File: config.mk
export PLATFORM = sky130hd
export DESIGN_NAME = ir_frame_decoder
export DESIGN_NICKNAME = d
export VERILOG_FILES = /design/src/rtl/ir_decode_pkg.sv /design/src/rtl/run_length_timer.sv /design/src/rtl/ir_frame_decoder.sv
export SDC_FILE = /design/constraint.sdc
export NUM_CORES = 1
export LEC_CHECK = 0
export BUFFER_PORTS_ARGS = -buffer_cell sky130_fd_sc_hd__buf_4
export CORE_AREA = 8 8 128 130
export DETAILED_ROUTE_END_ITERATION = 12
export DIE_AREA = 0 0 136 138
export PLACE_DENSITY_LB_ADDON = 0.12
export SLEW_MARGIN = 5
export SYNTH_ARGS = -nofsm -noshare
export SYNTH_HDL_FRONTEND = slang
export SYNTH_SLANG_ARGS = --single-unit
File: constraint.sdc
create_clock -name clk_in -period 3.68 [get_ports clk_in]
set_clock_uncertainty 0.15 [all_clocks]
set_input_delay 0.368 -clock clk_in [delete_from_list [all_inputs] [get_ports clk_in]]
set_output_delay 0.368 -clock clk_in [all_outputs]
set_load 0.05 [all_outputs]
File: src/rtl/ir_decode_pkg.sv
// Shared state encoding, default 100 MHz timing windows and helpers for the
// NEC-style IR frame decoder.
package ir_decode_pkg;

    localparam int RUN_W = 32;

    localparam int unsigned DEF_LEAD_MARK_MIN    = 800_000;
    localparam int unsigned DEF_LEAD_MARK_MAX    = 1_000_000;
    localparam int unsigned DEF_LEAD_SPACE_MIN   = 400_000;
    localparam int unsigned DEF_LEAD_SPACE_MAX   = 500_000;
    localparam int unsigned DEF_BIT_MARK_MIN     = 40_000;
    localparam int unsigned DEF_BIT_MARK_MAX     = 70_000;
    localparam int unsigned DEF_ZERO_SPACE_MIN   = 40_000;
    localparam int unsigned DEF_ZERO_SPACE_MAX   = 70_000;
    localparam int unsigned DEF_ONE_SPACE_MIN    = 140_000;
    localparam int unsigned DEF_ONE_SPACE_MAX    = 200_000;
    localparam int unsigned DEF_TIMEOUT_CYCLES   = 1_200_000;
    localparam int unsigned DEF_REPEAT_SPACE_MIN = 200_000;
    localparam int unsigned DEF_REPEAT_SPACE_MAX = 250_000;

    typedef enum logic [2:0] {
        IDLE,
        LEAD_MARK,
        LEAD_SPACE,
        BIT_MARK,
        BIT_SPACE,
        STOP_MARK,
        REPEAT_STOP
    } ir_state_e;

    // Inclusive window test on a measured run length.
    function automatic logic in_win(input logic [RUN_W-1:0] len,
                                    input logic [RUN_W-1:0] lo,
                                    input logic [RUN_W-1:0] hi);
        return (len >= lo) && (len <= hi);
    endfunction

endpackage

File: src/rtl/run_length_timer.sv
// Measures how long the line held each level; pulses run_done with the length
// and level of the run that just ended, and exposes the live run count.
module run_length_timer
    import ir_decode_pkg::*;
(
    input  logic             clk_in,
    input  logic             rst_in,
    input  logic             signal_in,
    output logic             run_done,
    output logic             run_level,
    output logic [RUN_W-1:0] run_len,
    output logic [RUN_W-1:0] live_count
);

    logic             r_last;
    logic             r_done;
    logic             r_level;
    logic [RUN_W-1:0] r_len;
    logic [RUN_W-1:0] r_count;

    always_ff @(posedge clk_in or negedge rst_in) begin
        if (!rst_in) begin
            r_last  <= 1'b0;
            r_done  <= 1'b0;
            r_level <= 1'b0;
            r_len   <= '0;
            r_count <= '0;
        end else begin
            r_done <= 1'b0;
            if (signal_in != r_last) begin
                r_done  <= 1'b1;
                r_len   <= r_count;
                r_level <= r_last;
                r_count <= RUN_W'(1);
                r_last  <= signal_in;
            end else if (r_count != '1) begin
                // Saturate so a stuck line never wraps back into a window.
                r_count <= r_count + RUN_W'(1);
            end
        end
    end

    assign run_done   = r_done;
    assign run_level  = r_level;
    assign run_len    = r_len;
    assign live_count = r_count;

endmodule

File: src/rtl/ir_frame_decoder.sv
// NEC-style pulse-distance IR frame decoder: run-length timer feeding a
// protocol FSM. Define REPEAT_CODE_EN to accept repeat codes (adds repeat_out).
module ir_frame_decoder
    import ir_decode_pkg::*;
#(
    parameter int          NUM_BITS       = 32,
    parameter int unsigned LEAD_MARK_MIN  = DEF_LEAD_MARK_MIN,
    parameter int unsigned LEAD_MARK_MAX  = DEF_LEAD_MARK_MAX,
    parameter int unsigned LEAD_SPACE_MIN = DEF_LEAD_SPACE_MIN,
    parameter int unsigned LEAD_SPACE_MAX = DEF_LEAD_SPACE_MAX,
    parameter int unsigned BIT_MARK_MIN   = DEF_BIT_MARK_MIN,
    parameter int unsigned BIT_MARK_MAX   = DEF_BIT_MARK_MAX,
    parameter int unsigned ZERO_SPACE_MIN = DEF_ZERO_SPACE_MIN,
    parameter int unsigned ZERO_SPACE_MAX = DEF_ZERO_SPACE_MAX,
    parameter int unsigned ONE_SPACE_MIN  = DEF_ONE_SPACE_MIN,
    parameter int unsigned ONE_SPACE_MAX  = DEF_ONE_SPACE_MAX,
    parameter int unsigned TIMEOUT_CYCLES = DEF_TIMEOUT_CYCLES
`ifdef REPEAT_CODE_EN
    ,
    parameter int unsigned REPEAT_SPACE_MIN = DEF_REPEAT_SPACE_MIN,
    parameter int unsigned REPEAT_SPACE_MAX = DEF_REPEAT_SPACE_MAX
`endif
) (
    input  logic                clk_in,
    input  logic                rst_in,
    input  logic                signal_in,
    output logic [NUM_BITS-1:0] frame_out,
    output logic                frame_valid_out,
    output logic                error_out,
    output logic                busy_out
`ifdef REPEAT_CODE_EN
    ,
    output logic                repeat_out
`endif
);

    localparam int              CNT_W    = (NUM_BITS > 1) ? $clog2(NUM_BITS) : 1;
    localparam logic [CNT_W-1:0] LAST_BIT = CNT_W'(NUM_BITS - 1);

    ir_state_e           r_state, w_next;
    logic                r_busy, r_err, r_fv;
    logic [NUM_BITS-1:0] r_frame, r_shift;
    logic [CNT_W-1:0]    r_bit_cnt;
    logic                w_done, w_level;
    logic [RUN_W-1:0]    w_len, w_live;
    logic                w_err, w_fv, w_clr, w_store, w_bit;
`ifdef REPEAT_CODE_EN
    logic                r_rep, w_rep;
`endif

    run_length_timer u_timer (
        .clk_in     (clk_in),
        .rst_in     (rst_in),
        .signal_in  (signal_in),
        .run_done   (w_done),
        .run_level  (w_level),
        .run_len    (w_len),
        .live_count (w_live)
    );

    always_comb begin
        w_next  = r_state;
        w_err   = 1'b0;
        w_fv    = 1'b0;
        w_clr   = 1'b0;
        w_store = 1'b0;
        w_bit   = 1'b0;
`ifdef REPEAT_CODE_EN
        w_rep   = 1'b0;
`endif
        // A run that overstays the timeout wins over any run_done this cycle.
        if (r_state != IDLE && w_live > TIMEOUT_CYCLES) begin
            w_next = IDLE;
            w_err  = 1'b1;
        end else begin
            case (r_state)
                IDLE: if (w_done && !w_level) w_next = LEAD_MARK;
                LEAD_MARK: if (w_done && w_level) begin
                    if (in_win(w_len, LEAD_MARK_MIN, LEAD_MARK_MAX)) w_next = LEAD_SPACE;
                    else begin w_next = IDLE; w_err = 1'b1; end
                end
                LEAD_SPACE: if (w_done && !w_level) begin
                    if (in_win(w_len, LEAD_SPACE_MIN, LEAD_SPACE_MAX)) begin
                        w_next = BIT_MARK;
                        w_clr  = 1'b1;
                    end
`ifdef REPEAT_CODE_EN
                    else if (in_win(w_len, REPEAT_SPACE_MIN, REPEAT_SPACE_MAX)) w_next = REPEAT_STOP;
`endif
                    else begin w_next = IDLE; w_err = 1'b1; end
                end
                BIT_MARK: if (w_done && w_level) begin
                    if (in_win(w_len, BIT_MARK_MIN, BIT_MARK_MAX)) w_next = BIT_SPACE;
                    else begin w_next = IDLE; w_err = 1'b1; end
                end
                BIT_SPACE: if (w_done && !w_level) begin
                    if (in_win(w_len, ZERO_SPACE_MIN, ZERO_SPACE_MAX) ||
                        in_win(w_len, ONE_SPACE_MIN, ONE_SPACE_MAX)) begin
                        w_store = 1'b1;
                        w_bit   = in_win(w_len, ONE_SPACE_MIN, ONE_SPACE_MAX);
                        w_next  = (r_bit_cnt == LAST_BIT) ? STOP_MARK : BIT_MARK;
                    end else begin
                        w_next = IDLE;
                        w_err  = 1'b1;
                    end
                end
                STOP_MARK: if (w_done && w_level) begin
                    w_next = IDLE;
                    if (in_win(w_len, BIT_MARK_MIN, BIT_MARK_MAX)) w_fv = 1'b1;
                    else w_err = 1'b1;
                end
`ifdef REPEAT_CODE_EN
                REPEAT_STOP: if (w_done && w_level) begin
                    w_next = IDLE;
                    if (in_win(w_len, BIT_MARK_MIN, BIT_MARK_MAX)) w_rep = 1'b1;
                    else w_err = 1'b1;
                end
`endif
                default: w_next = IDLE;
            endcase
        end
    end

    always_ff @(posedge clk_in or negedge rst_in) begin
        if (!rst_in) begin
            r_state   <= IDLE;
            r_busy    <= 1'b0;
            r_err     <= 1'b0;
            r_fv      <= 1'b0;
            r_frame   <= '0;
            r_shift   <= '0;
            r_bit_cnt <= '0;
`ifdef REPEAT_CODE_EN
            r_rep     <= 1'b0;
`endif
        end else begin
            r_state <= w_next;
            r_busy  <= (w_next != IDLE);
            r_err   <= w_err;
            r_fv    <= w_fv;
`ifdef REPEAT_CODE_EN
            r_rep   <= w_rep;
`endif
            if (w_clr) begin
                r_shift   <= '0;
                r_bit_cnt <= '0;
            end else if (w_store) begin
                r_shift[r_bit_cnt] <= w_bit;
                if (r_bit_cnt != LAST_BIT) r_bit_cnt <= r_bit_cnt + CNT_W'(1);
            end
            if (w_fv) r_frame <= r_shift;
        end
    end

    assign frame_out       = r_frame;
    assign frame_valid_out = r_fv;
    assign error_out       = r_err;
    assign busy_out        = r_busy;
`ifdef REPEAT_CODE_EN
    assign repeat_out      = r_rep;
`endif

endmodule
Word level (Yosys, flattened, before mapping)
Cells that the tools add are included.
{"block": "totals", "register_bits": 142, "latch_bits": 0, "mem_bits_rw": 0, "mem_bits_ro": 0, "in_bits": 3, "out_inout_bits": 35, "word_cells": 102, "mem_count": 0}
{"block": "classes", "addsub": 2, "mul": 0, "n_div": 0, "magnitude_cmp": 11, "eq_ne": 9, "shifts": 0, "muxes": 50, "n_bitwise": 0, "n_reduce_logical": 18}
{"operator": "two-way mux 32 bit", "n": 4}
{"operator": "adder 32 x 1 -> 32 bit, second input constant", "n": 1}
{"operator": "bitwise mux 32 bit", "n": 1}
{"operator": ">= comparator 32 x 16 -> 1 bit, second input constant", "n": 1}
{"operator": ">= comparator 32 x 18 -> 1 bit, second input constant", "n": 1}
{"operator": ">= comparator 32 x 19 -> 1 bit, second input constant", "n": 1}
{"operator": ">= comparator 32 x 20 -> 1 bit, second input constant", "n": 1}
{"operator": "greater-than comparator 32 x 21 -> 1 bit, second input constant", "n": 1}
{"operator": "less-or-equal comparator 32 x 17 -> 1 bit, second input constant", "n": 1}
{"operator": "less-or-equal comparator 32 x 18 -> 1 bit, second input constant", "n": 1}
{"operator": "less-or-equal comparator 32 x 19 -> 1 bit, second input constant", "n": 1}
{"operator": "less-or-equal comparator 32 x 20 -> 1 bit, second input constant", "n": 1}
{"operator": "inequality test 32 bit, second input constant", "n": 1}
{"operator": "two-way mux 3 bit", "n": 10}
{"operator": "two-way mux 1 bit", "n": 27}
{"operator": "case mux 3 bit (6 select lines)", "n": 1}
{"operator": "two-way mux 5 bit", "n": 3}
{"operator": "logical AND 1 bit", "n": 8}
{"operator": "equality test 3 x 2 -> 1 bit, second input constant", "n": 2}
{"operator": "equality test 3 bit, second input constant", "n": 2}
{"operator": "< comparator 5 x 6 -> 1 bit, second input constant", "n": 1}
{"operator": "nonzero test 2 bit", "n": 3}
{"operator": "nonzero test 3 bit", "n": 2}
{"operator": "adder 5 x 1 -> 5 bit, second input constant", "n": 1}
{"operator": "other kinds (13)", "n": 14}

Depth between registers and ports, before layout
Gate-level depths: netlist of the first run.
{"block": "logic_depth", "word_depth": 10, "ltp_mapped": 11, "ltp_nobuf": 9}

Cells and area by module
A second synthesis of the first run with hierarchy kept.
{"block": "hier_totals", "hier_cells": 707, "area_unflattened_um2": 7164.4}
{"module": "ir_frame_decoder", "instances": 1, "cells_each": 375, "area_each_um2": 4016.4, "seq_area_each_um2": 1876.8}
{"module": "run_length_timer", "instances": 1, "cells_each": 332, "area_each_um2": 3148.0, "seq_area_each_um2": 1676.6}

Least setup slack after synthesis of the first run
Ideal clock, no wire load.
{"block": "synth_path", "path_type": "flip-flop to flip-flop", "startpoint": "register u_timer.r_len[0], in the netlist u_timer.run_len[0]", "endpoint": "register r_frame[10], in the netlist frame_out[10]", "setup_ns": 0.125, "t_arrival_ns": 2.390, "required_time_ns": 3.405, "slack_ns": 1.015, "stages_incl_launch_ff": 8, "path_buffers": 1, "synth_period_minus_slack_ns": 2.665, "path_cell_list": "dfrtp_1 > or4_4 > a41oi_2 > o21ai_1 > or2_4 > nor4_4 > buf_6 > mux2_2"}
{"block": "synth_via", "elab_chain_len": 6, "elab_cells_between_ends": 7, "cone_classes": "order compare: 2; mux: 4; reduce/logical: 1"}
{"item": "from (decl)", "line": "run_length_timer.sv:18", "rtl": "logic [RUN_W-1:0] r_len;"}
{"item": "from (signal assigned)", "line": "run_length_timer.sv:32", "rtl": "r_len <= r_count;"}
{"item": ">= comparator 32 x 16 -> 1 bit / less-or-equal comparator 32 x 17 -> 1 bit (equally long branches)", "line": "ir_decode_pkg.sv:35", "rtl": "return (len >= lo) && (len <= hi);"}
{"item": "logical AND 1 bit (*)", "line": "ir_decode_pkg.sv:35"}
{"item": "two-way mux 1 bit (*)", "line": "ir_frame_decoder.sv:109", "rtl": "if (in_win(w_len, BIT_MARK_MIN, BIT_MARK_MAX)) w_fv = 1'b1;"}
{"item": "two-way mux 1 bit (*)", "line": "ir_frame_decoder.sv:107", "rtl": "STOP_MARK: if (w_done && w_level) begin"}
{"item": "two-way mux 1 bit (*)", "line": "ir_frame_decoder.sv:76", "rtl": "case (r_state)"}
{"item": "two-way mux 1 bit (*)", "line": "ir_frame_decoder.sv:72", "rtl": "if (r_state != IDLE && w_live > TIMEOUT_CYCLES) begin"}
{"item": "to (signal assigned)", "line": "ir_frame_decoder.sv:151", "rtl": "if (w_fv) r_frame <= r_shift;"}
{"item": "to (decl)", "line": "ir_frame_decoder.sv:42", "rtl": "logic [NUM_BITS-1:0] r_frame, r_shift;"}
Every way passes the cells marked *; elsewhere a longest branch is shown, timed or not.
A chain may end at the register's enable or synchronous reset.

Final worst setup path of the first run
{"block": "layout_path", "startpoint": "register u_timer.r_count[0], in the netlist u_timer.live_count[0]", "endpoint": "register r_frame[16], in the netlist frame_out[16]"}
{"block": "layout_via", "elab_chain_len": 3}
{"item": "from (decl)", "line": "run_length_timer.sv:19", "rtl": "logic [RUN_W-1:0] r_count;"}
{"item": "from (signal assigned)", "line": "run_length_timer.sv:38", "rtl": "r_count <= r_count + RUN_W'(1);"}
{"item": "greater-than comparator 32 x 21 -> 1 bit", "line": "ir_frame_decoder.sv:72"}
{"item": "logical AND 1 bit", "line": "ir_frame_decoder.sv:72"}
{"item": "two-way mux 1 bit", "line": "ir_frame_decoder.sv:72"}
No other way between the ends.

==> key figures, run 1 <==
Status
  – Status: finished clean

Worst setup path
  – Crit. End Element: register
  – Worst path depth: 9
  – Critical Path Source: u_timer.live_count[0]
  – Worst reg-to-reg path cell count: 9
  – R2R setup slack: approximately 0.73 ns
  – FF-to-FF End: frame_out[16]
  – Delay-heaviest family, CP: simple AND/OR/NAND/NOR gates
  – CP required: approximately 3.8 ns
  – Cell breakdown of the critical path: inv_1, ha_1, nor4b_1, nand3_1, o21ai_1, o21ai_2, nor4_4, buf_4, mux2_2
  – Reg-to-Reg Start: u_timer.live_count[0]
  – Startpoint types: register
  – Critical Path AT: roughly 3.1 ns
  – Critical setup path kind: register to register
  – Crit path to: frame_out[16]
  – Slowest stage delay, CP: 0.40 ns
  – Critical-path top delay cell: dfrtp_1
  – WP buf/inv: 2
  – Max FO, Critical Path: 32

Timing
  – Final Worst Setup Slack: 0.727 ns
  – Final setup violation count: 0
  – Period Utilization, post-route: 0.803
  – Slew @ Worst Pin: between 1 and 1.5 ns
  – Setup TNS: 0 ns
  – Final Hold Vio Count: 0
  – Minimum clock period after layout: a little under 3 ns
  – Worst rel slew slack: 0.307
  – RSZ-0062 raised after global routing: false
  – Maximum clock frequency: roughly 0.34 GHz
  – Number of max-slew violations in the final report: 0

Finish
  – Commonest cells after routing, fill and taps aside: dfrtp_1 (142), mux2_2 (62), nor2_1 (48), buf_4 (46), a31oi_1 (34)
  – Share of cells above drive strength 1: 0.240
  – Layout area overhead: 13.8%
  – Ant diodes: 0
  – Nets@finish: slightly below 700
  – Final std cells w/o fill: between 800 and 900
  – Filler cells: between 1000 and 1500
  – Commonest non-fill, non-tap cell in the layout: dfrtp_1

Synth
  – Post-synthesis simple-gate area fraction: 0.164
  – Synthesized flop and latch total: 142
  – Post-Synth XOR/XNOR Area: 0.0338
  – Post-Synth Adder-Cell Area: 0.0139
  – Mapped Nets: 651
  – Yosys top cell by area: dfrtp_1
  – Post-Syn Area: between 0.007 and 0.008 mm2
  – Syn_area_per_cell: roughly 11 um2
  – Yosys warnings: 0
  – Largest family of logic cells by synthesized area: simple AND/OR/NAND/NOR gates
  – Synth async-reset ratio: 1.00
  – Distinct cells, synth: 65
  – Synth Area in Compound Gates: 0.139
  – EDFF count, synth: 0
  – Post-synth top flop: dfrtp_1
  – Sequential share of the synthesized area: 0.507
  – Synth top area share: 0.507
  – Post-Syn Instances: 641
  – Post-synthesis mux area share: 0.101
  – Top cells by area, synth: dfrtp_1 (51%), mux2_2 (10%), a211oi_1 (3.4%)

Clock network
  – H-tree Lvls: 4
  – Post-cts sizing count: 0
  – Cts bufs inserted: 17
  – Clock latency on the worst-skew pair: 0.42 ns
  – CTS tree: done
  – Sink Count: 142
  – CTS clock-pin slew for the worst setup and hold paths: around 0.06 ns
  – Clock Root Buffer: clkbuf_16
  – Max Buffers Root-to-Sink: 2

Power
  – VDD IR max: 281 uV
  – Lkg Pwr: around 3.5 nW
  – Cell Pwr Density: 429 mW/mm2

Floorplan
  – Die height: 138 um
  – Core area: 0.0143 mm2
  – Initial core utilization: 0.489
  – Die width: 136 um
  – Die ar.: 0.0188 mm2
  – # rows: between 40 and 50
  – I/O Pins: 38

Route
  – DRC Markers: 0
  – Post-DRT Antenna Nets: 0
  – DR iter-0 viols: between 300 and 400
  – Routed len/inst: roughly 18 um
  – TritonRoute pass-1 iters: 5
  – Detailed Route WL: ~15000 um
  – Vias/cell: around 5.9
  – Vias: between 5000 and 6000

Placement
  – HPWL after detailed placement: 10600 um
  – Gp weighted congestion: roughly 0.87
  – Buffers added on ports: 37
  – Dpl cells: between 800 and 900
  – Worst slack, placed: between 0.7 and 0.8 ns

Job
  – Max-Cap Viols: 0

Hold path
  – Worst Hold Class: register to register
  – Hold Startpoint: u_timer.run_len[3]

GRT
  – All-Layer GR Usage: 0.173
  – Largest net degree at the start of global routing: between 100 and 150
  – Vias in the first global route: roughly 5000
  – Initial antenna violation count: 0
  – First-pass GRT wire length: approximately 26000 um
  – Grt ovf: 0
## routing by layer
layer  GRT usage  wire length [um]
met5           0                 0
met4      0.0775               405
met3      0.0384               724
met2       0.269              7390
met1       0.226              6980
## metrics by stage
stage	instance area, um2	util	power, mW	hold slack (ns)
3_5_place_dp	7370	0.515	1.79	0.346
4_1_cts	7970	0.557	3.46	0.362
6_report	7970	0.557	3.42	0.356
5_1_grt	7970	0.557	3.55	0.371
2_1_floorplan	7010	-	1.73	-0.0776
3_3_place_gp	7370	0.515	1.79	0.340
## flip-flops by register name (all words and copies together) (netlist names), 3 cells and up
| register | count |
|---|---|
| r_shift | 32 |
| u_timer.run_len | 32 |
| u_timer.live_count | 32 |
| r_bit_cnt | 5 |
| frame_out | 32 |
| r_state | 3 |
## synth_stat cells, types with 5 or more instances
cell	instances
clkbuf_1	28
or3_1	5
a31oi_1	34
buf_6	7
inv_1	13
nand3_1	23
ha_1	7
and3_1	12
xor2_1	10
nand2b_1	5
or2_2	5
o211ai_1	6
buf_2	8
and2_1	5
and4_1	5
mux2_2	62
o21ai_0	15
nand2_1	27
nor3_1	21
nand4_1	14
dfrtp_1	142
xnor2_1	17
nor4_1	11
a211oi_1	32
nor2_1	48
a21oi_1	16
## area by class of cell
class	instances	area (um2)	share of cell area
inverters	13	48.8	0.00612
repair buffers	49	377	0.0472
clock buffers	19	453	0.0568
flip-flops and latches	142	3550	0.446
clock inverters	13	128	0.0160
multi-input cells	440	3180	0.399
well taps	184	230	0.0289
## logic make-up after synthesis
family                   after synthesis
AO/OA/AOI/OAI                        135
buffers and inverters                 59
flip-flops                           142
AND/OR/NAND/NOR                      207
XOR/XNOR                              27
adder cells (fa/ha/maj)                8
multiplexers                          63
## report_power, final
part / total (mW) / internal (mW) / switching, mW / leakage, nW
clock: 1.66 / 0.978 / 0.681 / 0.278
sequential: 1.61 / 1.59 / 0.0238 / 1.97
combinational: 0.151 / 0.0541 / 0.0971 / 1.29
total: 3.42 / 2.62 / 0.802 / 3.54
## how the worst min path moves through the flow
stage | to | cells past startpoint
after floorplan | busy_out | 0
after global placement | u_timer.run_len[20] | 1
after detailed placement | frame_out[0] | 1
after CTS | u_timer.run_len[3] | 1
after global routing | frame_out[12] | 1
final | u_timer.run_len[3] | 1
## worst register-to-register path: stages (launching register included)
cell and delay (ns):
dfrtp_1 0.40, inv_1 0.10, ha_1 0.15, nor4b_1 0.28, nand3_1 0.13, o21ai_1 0.32, o21ai_2 0.18, nor4_4 0.29
buf_4 0.40, mux2_2 0.42
## repair_timing
action                                 in CTS  in global routing
setup buffers                               0                  0
endpoints found under the hold margin       4                  0
hold buffers                                2                  0
Power figures use the tool's default switching activity.
==> run 2: changes to the inputs <==
==> constraint.sdc (replaced) <==
create_clock -name clk_in -period 3 [get_ports clk_in]
set_clock_uncertainty 0.15 [all_clocks]
set_input_delay 0.3 -clock clk_in [delete_from_list [all_inputs] [get_ports clk_in]]
set_output_delay 0.3 -clock clk_in [all_outputs]
set_load 0.05 [all_outputs]
==> run 2 against run 1 <==
  * Die area is the same
  * Clock power grew 27%
  * Routed wire length grew 4.9%
  * Sequential cell count is the same
  * Design area grew 3.2%
  * Via count grew 3.0%
  * Critical path type unchanged
  * Critical endpoint is now r_shift[14]
==> key figures, run 2 (synthesized netlist as in run 1, its figures left out) <==
Worst setup path
  – Critical Path Source: u_timer.run_len[0]
  – Crit. End Element: register
  – Cell breakdown of the critical path: or4_4, nor4_4, nand4_1, a2bb2oi_4, o211a_1, buf_12, a31oi_1, a211oi_1
  – Reg-to-Reg Start: u_timer.run_len[0]
  – Slowest stage delay, CP: 0.58 ns (+0.18 ns)
  – FF-to-FF End: r_shift[14]
  – WP buf/inv: 1 (-1)
  – R2R setup slack: 0.18 ns (-0.55 ns)
  – Critical-path top delay cell: or4_4
  – Critical Path AT: 2.98 ns (-0.12 ns)
  – CP required: 3.16 ns (-0.67 ns)
  – Max FO, Critical Path: 35 (+9.4%)
  – Delay-heaviest family, CP: simple AND/OR/NAND/NOR gates
  – Critical setup path kind: register to register
  – Worst reg-to-reg path cell count: 8 (-1)
  – Startpoint types: register

Floorplan
  – Die height: 138 um (unchanged)
  – Die width: 136 um (unchanged)
  – # rows: 44 (unchanged)
  – Core area: 0.0143 mm2 (unchanged)
  – Die ar.: 0.0188 mm2 (unchanged)
  – I/O Pins: 38 (unchanged)
  – Initial core utilization: 0.489 (unchanged)

Timing
  – Setup TNS: 0 ns (unchanged)
  – Period Utilization, post-route: 0.940 (+0.137)
  – Number of max-slew violations in the final report: 0 (unchanged)
  – Hold_ws: 0.255 ns (-0.101 ns)
  – Minimum clock period after layout: 2.82 ns (-0.134 ns)
  – Slew @ Worst Pin: 0.886 ns (-0.154 ns)
  – Final setup violation count: 0 (unchanged)
  – Maximum clock frequency: 0.355 GHz (+4.7%)
  – Final Hold Vio Count: 0 (unchanged)
  – Worst rel slew slack: 0.408 (+0.101)
  – RSZ-0062 raised after global routing: false
  – Final Worst Setup Slack: 0.181 ns (-0.546 ns)

Clock network
  – Cts bufs inserted: 17 (unchanged)
  – H-tree Lvls: 4 (unchanged)
  – CTS clock-pin slew for the worst setup and hold paths: 0.06 ns (about the same)
  – Post-CTS setup buffer count: 0 (unchanged)
  – Clock Root Buffer: clkbuf_16
  – CTS tree: done
  – Max Buffers Root-to-Sink: 2 (unchanged)
  – Sink Count: 142 (unchanged)
  – Clock latency on the worst-skew pair: 0.42 ns (about the same)

Power
  – Net Sw Frac: 0.234 (-0.000670)
  – VDD IR max: 337 uV (+20%)
  – Gate power share: 0.047 (+0.003)
  – Int Pwr: 3.28 mW (+26%)
  – Clock share of power: 0.492 (+0.007)
  – Cell Pwr Density: 521 mW/mm2 (+22%)
  – Lkg Pwr: 3.68 nW (+4.0%)
  – Register share of total power: 0.460 (-0.011)
  – Overall Power: 4.29 mW (+25%)
  – Net Sw Power: 1.00 mW (+25%)

GRT
  – Grt ovf: 0 (unchanged)
  – All-Layer GR Usage: 0.180 (+0.00692)
  – Largest net degree at the start of global routing: 68 (-41%)
  – Initial antenna violation count: 0 (unchanged)
  – First-pass GRT wire length: 27200 um (+3.7%)
  – Vias in the first global route: 5246 (+4.4%)

Finish
  – Layout area overhead: 17.4%
  – Ant diodes: 0 (unchanged)
  – Nets@finish: 696 (+3.4%)
  – Share of cells above drive strength 1: 0.265 (+0.0250)
  – Area of the multi-input gates: 0.00319 mm2 (+0.12%)
  – Commonest non-fill, non-tap cell in the layout: dfrtp_1
  – Filler cells: 1243 (+1.6%)
  – Commonest cells after routing, fill and taps aside: dfrtp_1 (142), buf_4 (64), mux2_2 (62), nor2_1 (48), a31oi_1 (34)
  – FF+latch area: 0.00355 mm2 (unchanged)

Placement
  – Gp weighted congestion: 0.871 (about the same)
  – Worst slack, placed: 0.202 ns (-0.546 ns)
  – HPWL after detailed placement: 11400 um (+8.1%)
  – Buffers added on ports: 37 (unchanged)

Route
  – Vias: 5264 (+3.0%)
  – DRC Markers: 0 (unchanged)
  – Routed len/inst: 18.4 um (+2.1%)
  – Vias/cell: 5.96 (+0.35%)
  – DR iter-0 viols: 565 (+82%)
  – Post-DRT Antenna Nets: 0 (unchanged)
  – TritonRoute pass-1 iters: 7 (+2)
  – Detailed Route WL: 16300 um (+4.9%)

Job
  – Max-Cap Viols: 0 (unchanged)

Status
  – Status: finished clean

Hold path
  – Worst Hold Class: primary input to asynchronous set/reset pin
run 2: cell count changes in the layout (fill, tap and decap cells not counted):
cell	previous run	this run
buf_12	0	5
buf_4	46	64
bufinv_16	1	2
clkbuf_1	0	1
clkbuf_8	2	1
clkinv_4	2	0
clkinvlp_4	3	2
inv_6	6	8
o21ai_1	3	2
o21ai_2	1	2
run 2: cell type report:
cell class                      count  area share
Clock buffer                       19      0.0539
Clock inverter                     13      0.0183
Inverter                           13     0.00593
Multi-Input combinational cell    440       0.387
Sequential cell                   142       0.432
Tap cell                          184      0.0280
Timing Repair Buffer               72      0.0744
run 2: worst max path at each step:
stage | slack (ns) | cells after the start | endpoint
6_report | 0.18 | 8 | r_shift[14]
5_1_grt | 0.02 | 9 | r_shift[18]
4_1_cts | 0.18 | 8 | r_shift[14]
3_5_place_dp | 0.20 | 8 | r_shift[14]
3_3_place_gp | 0.24 | 8 | frame_out[18]
2_1_floorplan | 0.33 | 7 | frame_out[10]
run 2: metrics by stage:
stage / instance area [um2] / cells / utilization
after floorplan: 7010 / 641 / -
after global placement: 7610 / 849 / 0.531
after detailed placement: 7610 / 849 / 0.531
after CTS: 8220 / 883 / 0.574
after global routing: 8220 / 883 / 0.575
final: 8220 / 883 / 0.575
run 2: timing repair:
action	in CTS	in global routing
endpoints found under the setup margin	0	1
hold endpoints to repair	58	0
resized for setup	0	1
hold buffers	2	0
run 2: per-layer routing:
| layer | track usage | wire length [um] |
|---|---|---|
| met3 | 0.0362 | 726 |
| met2 | 0.286 | 7960 |
| met1 | 0.234 | 7190 |
| met4 | 0.0763 | 375 |
| met5 | 0 | 0 |
run 2: power groups by stage:
| stage | sequential [mW] | combinational, mW | clock, mW |
|---|---|---|---|
| final | 1.97 | 0.203 | 2.11 |
| after global routing | 1.98 | 0.228 | 2.23 |
| after CTS | 1.97 | 0.206 | 2.16 |
| after detailed placement | 2.01 | 0.204 | 0 |
| after global placement | 2.01 | 0.200 | 0 |
| after floorplan | 2.01 | 0.112 | 0 |
run 2: worst register-to-register path, stage by stage, from the launching register on:
cell,delay [ns]
dfrtp_1,0.38
or4_4,0.58
nor4_4,0.30
nand4_1,0.19
a2bb2oi_4,0.29
o211a_1,0.22
buf_12,0.19
a31oi_1,0.15
a211oi_1,0.28
==> run 3: changes to the inputs <==
--- a/config.mk
+++ b/config.mk
@@ -7,6 +7,7 @@
 export LEC_CHECK = 0
 export BUFFER_PORTS_ARGS = -buffer_cell sky130_fd_sc_hd__buf_4
 export CORE_AREA = 8 8 128 130
+export CTS_BUF_LIST = sky130_fd_sc_hd__clkbuf_8 sky130_fd_sc_hd__clkbuf_16
 export DETAILED_ROUTE_END_ITERATION = 12
 export DIE_AREA = 0 0 136 138
 export PLACE_DENSITY_LB_ADDON = 0.12
==> run 3 against run 2 <==
  * Sequential cell count unchanged
  * Final cell count did not move
  * Register-to-register slack barely moved
  * Maximum frequency shrank 0.25%
  * Critical path depth stayed put
  * Non-clock buffer count stayed put
  * Worst hold slack is essentially flat
  * Clock power barely moved
  * Design area stayed put
  * Die area stayed put
  * Sequential share of layout area is the same
  * Total power about the same
  * Largest power group unchanged
==> key figures, run 3 (synthesized netlist as in run 1, its figures left out) <==
Route
  – Detailed Route WL: 16300 um (about the same)
  – DRC Markers: 0 (unchanged)
  – Post-DRT Antenna Nets: 0 (unchanged)
  – Routed len/inst: 18.4 um (about the same)
  – Vias/cell: 5.94 (-0.32%)
  – Vias: 5247 (-0.32%)
  – DR iter-0 viols: 566 (+0.18%)
  – TritonRoute pass-1 iters: 5 (-2)

Finish
  – Nets@finish: 696 (unchanged)
  – Ant diodes: 0 (unchanged)
  – Layout area overhead: 17.4% (unchanged)
  – Commonest non-fill, non-tap cell in the layout: dfrtp_1
  – FF+latch area: 0.00355 mm2 (unchanged)
  – Filler cells: 1243 (unchanged)
  – Commonest cells after routing, fill and taps aside: dfrtp_1 (142), buf_4 (64), mux2_2 (62), nor2_1 (48), a31oi_1 (34)
  – Share of cells above drive strength 1: 0.265 (unchanged)
  – Area of the multi-input gates: 0.00319 mm2 (unchanged)

Placement
  – HPWL after detailed placement: 11400 um (unchanged)
  – Buffers added on ports: 37 (unchanged)
  – Gp weighted congestion: 0.871 (unchanged)
  – Worst slack, placed: 0.202 ns (unchanged)

Hold path
  – Worst Hold Class: primary input to asynchronous set/reset pin

Worst setup path
  – Reg-to-Reg Start: u_timer.run_len[0]
  – Critical setup path kind: register to register
  – Worst reg-to-reg path cell count: 8 (unchanged)
  – Critical Path AT: 2.99 ns (about the same)
  – CP required: 3.16 ns (about the same)
  – Startpoint types: register
  – Max FO, Critical Path: 35 (unchanged)
  – FF-to-FF End: r_shift[14]
  – R2R setup slack: 0.17 ns (about the same)
  – Crit. End Element: register

Timing
  – Maximum clock frequency: 0.354 GHz (-0.25%)
  – Final Hold Vio Count: 0 (unchanged)
  – Number of max-slew violations in the final report: 0 (unchanged)
  – Final Worst Setup Slack: 0.174 ns (-0.00700 ns)
  – Final setup violation count: 0 (unchanged)
  – Period Utilization, post-route: 0.942 (+0.00233)
  – Setup TNS: 0 ns (unchanged)
  – RSZ-0062 raised after global routing: false
  – Minimum clock period after layout: 2.83 ns (+0.00700 ns)
  – Slew @ Worst Pin: 0.883 ns (-0.00287 ns)
  – Worst rel slew slack: 0.410 (+0.00192)

Floorplan
  – Die width: 136 um (unchanged)
  – I/O Pins: 38 (unchanged)
  – Initial core utilization: 0.489 (unchanged)
  – # rows: 44 (unchanged)
  – Die ar.: 0.0188 mm2 (unchanged)
  – Die height: 138 um (unchanged)
  – Core area: 0.0143 mm2 (unchanged)

Power
  – Lkg Pwr: 3.68 nW (+0.11%)
  – Cell Pwr Density: 521 mW/mm2 (about the same)
  – VDD IR max: 337 uV (about the same)

Clock network
  – Clock Root Buffer: clkbuf_16
  – CTS clock-pin slew for the worst setup and hold paths: 0.06 ns (about the same)
  – Post-CTS setup buffer count: 0 (unchanged)
  – Cts bufs inserted: 17 (unchanged)
  – Clock latency on the worst-skew pair: 0.42 ns (about the same)
  – CTS tree: done
  – H-tree Lvls: 4 (unchanged)
  – Sink Count: 142 (unchanged)
  – Max Buffers Root-to-Sink: 2 (unchanged)

GRT
  – All-Layer GR Usage: 0.180 (unchanged)
  – Initial antenna violation count: 0 (unchanged)
  – First-pass GRT wire length: 27200 um (unchanged)
  – Vias in the first global route: 5246 (unchanged)
  – Grt ovf: 0 (unchanged)
  – Largest net degree at the start of global routing: 68 (unchanged)

Status
  – Status: finished clean

Job
  – Max-Cap Viols: 0 (unchanged)
run 3: where the power goes:
part | total, mW | internal [mW] | switching, mW
combinational | 0.203 | 0.0755 | 0.127
sequential | 1.97 | 1.94 | 0.0296
clock | 2.11 | 1.26 | 0.845
total | 4.28 | 3.28 | 1.00
run 3: stage by stage:
step                 util  hold WS (ns)  power, mW  cells  instance area, um2
global placement    0.531         0.143       2.21    849                7610
detailed placement  0.531         0.156       2.21    849                7610
finish              0.575         0.255       4.28    883                8220
floorplan               -        -0.146       2.12    641                7010
global route        0.575         0.316       4.43    883                8220
CTS                 0.574         0.271       4.34    883                8220
run 3: worst max-delay path by stage:
stage                           start            end  slack [ns]  depth (start not counted)
2_1_floorplan      u_timer.run_len[0]  frame_out[10]        0.33                          7
3_3_place_gp      u_timer.run_len[29]  frame_out[18]        0.24                          8
3_5_place_dp       u_timer.run_len[0]    r_shift[14]        0.20                          8
4_1_cts            u_timer.run_len[0]    r_shift[14]        0.18                          8
5_1_grt        u_timer.live_count[30]    r_shift[18]        0.02                          9
6_report           u_timer.run_len[0]    r_shift[14]        0.17                          8
run 3: layout make-up:
class                           count  share of cell area
Sequential cell                   142               0.432
Multi-Input combinational cell    440               0.387
Timing Repair Buffer               72              0.0744
Clock buffer                       18              0.0534
Tap cell                          184              0.0280
Clock inverter                     14              0.0187
Inverter                           13             0.00593
run 3: per-layer routing:
metal / track usage / up-vias / share of wire
met5: 0 / - / 0
met3: 0.0362 / 28 / 0.042
met2: 0.286 / 122 / 0.49
met1: 0.234 / 2621 / 0.45
met4: 0.0763 / 0 / 0.021
li1: - / 2476 / -
run 3: worst max-delay path: stages, from the launching register on:
cell	delay, ns
dfrtp_1	0.38
or4_4	0.58
nor4_4	0.30
nand4_1	0.19
a2bb2oi_4	0.29
o211a_1	0.22
buf_12	0.19
a31oi_1	0.12
a211oi_1	0.28
run 3: timing repair:
| action | CTS | global route |
|---|---|---|
| endpoints found under the setup margin | 0 | 1 |
| hold buffers | 2 | 0 |
| endpoints found under the hold margin | 58 | 0 |
| gates resized for setup | 0 | 1 |
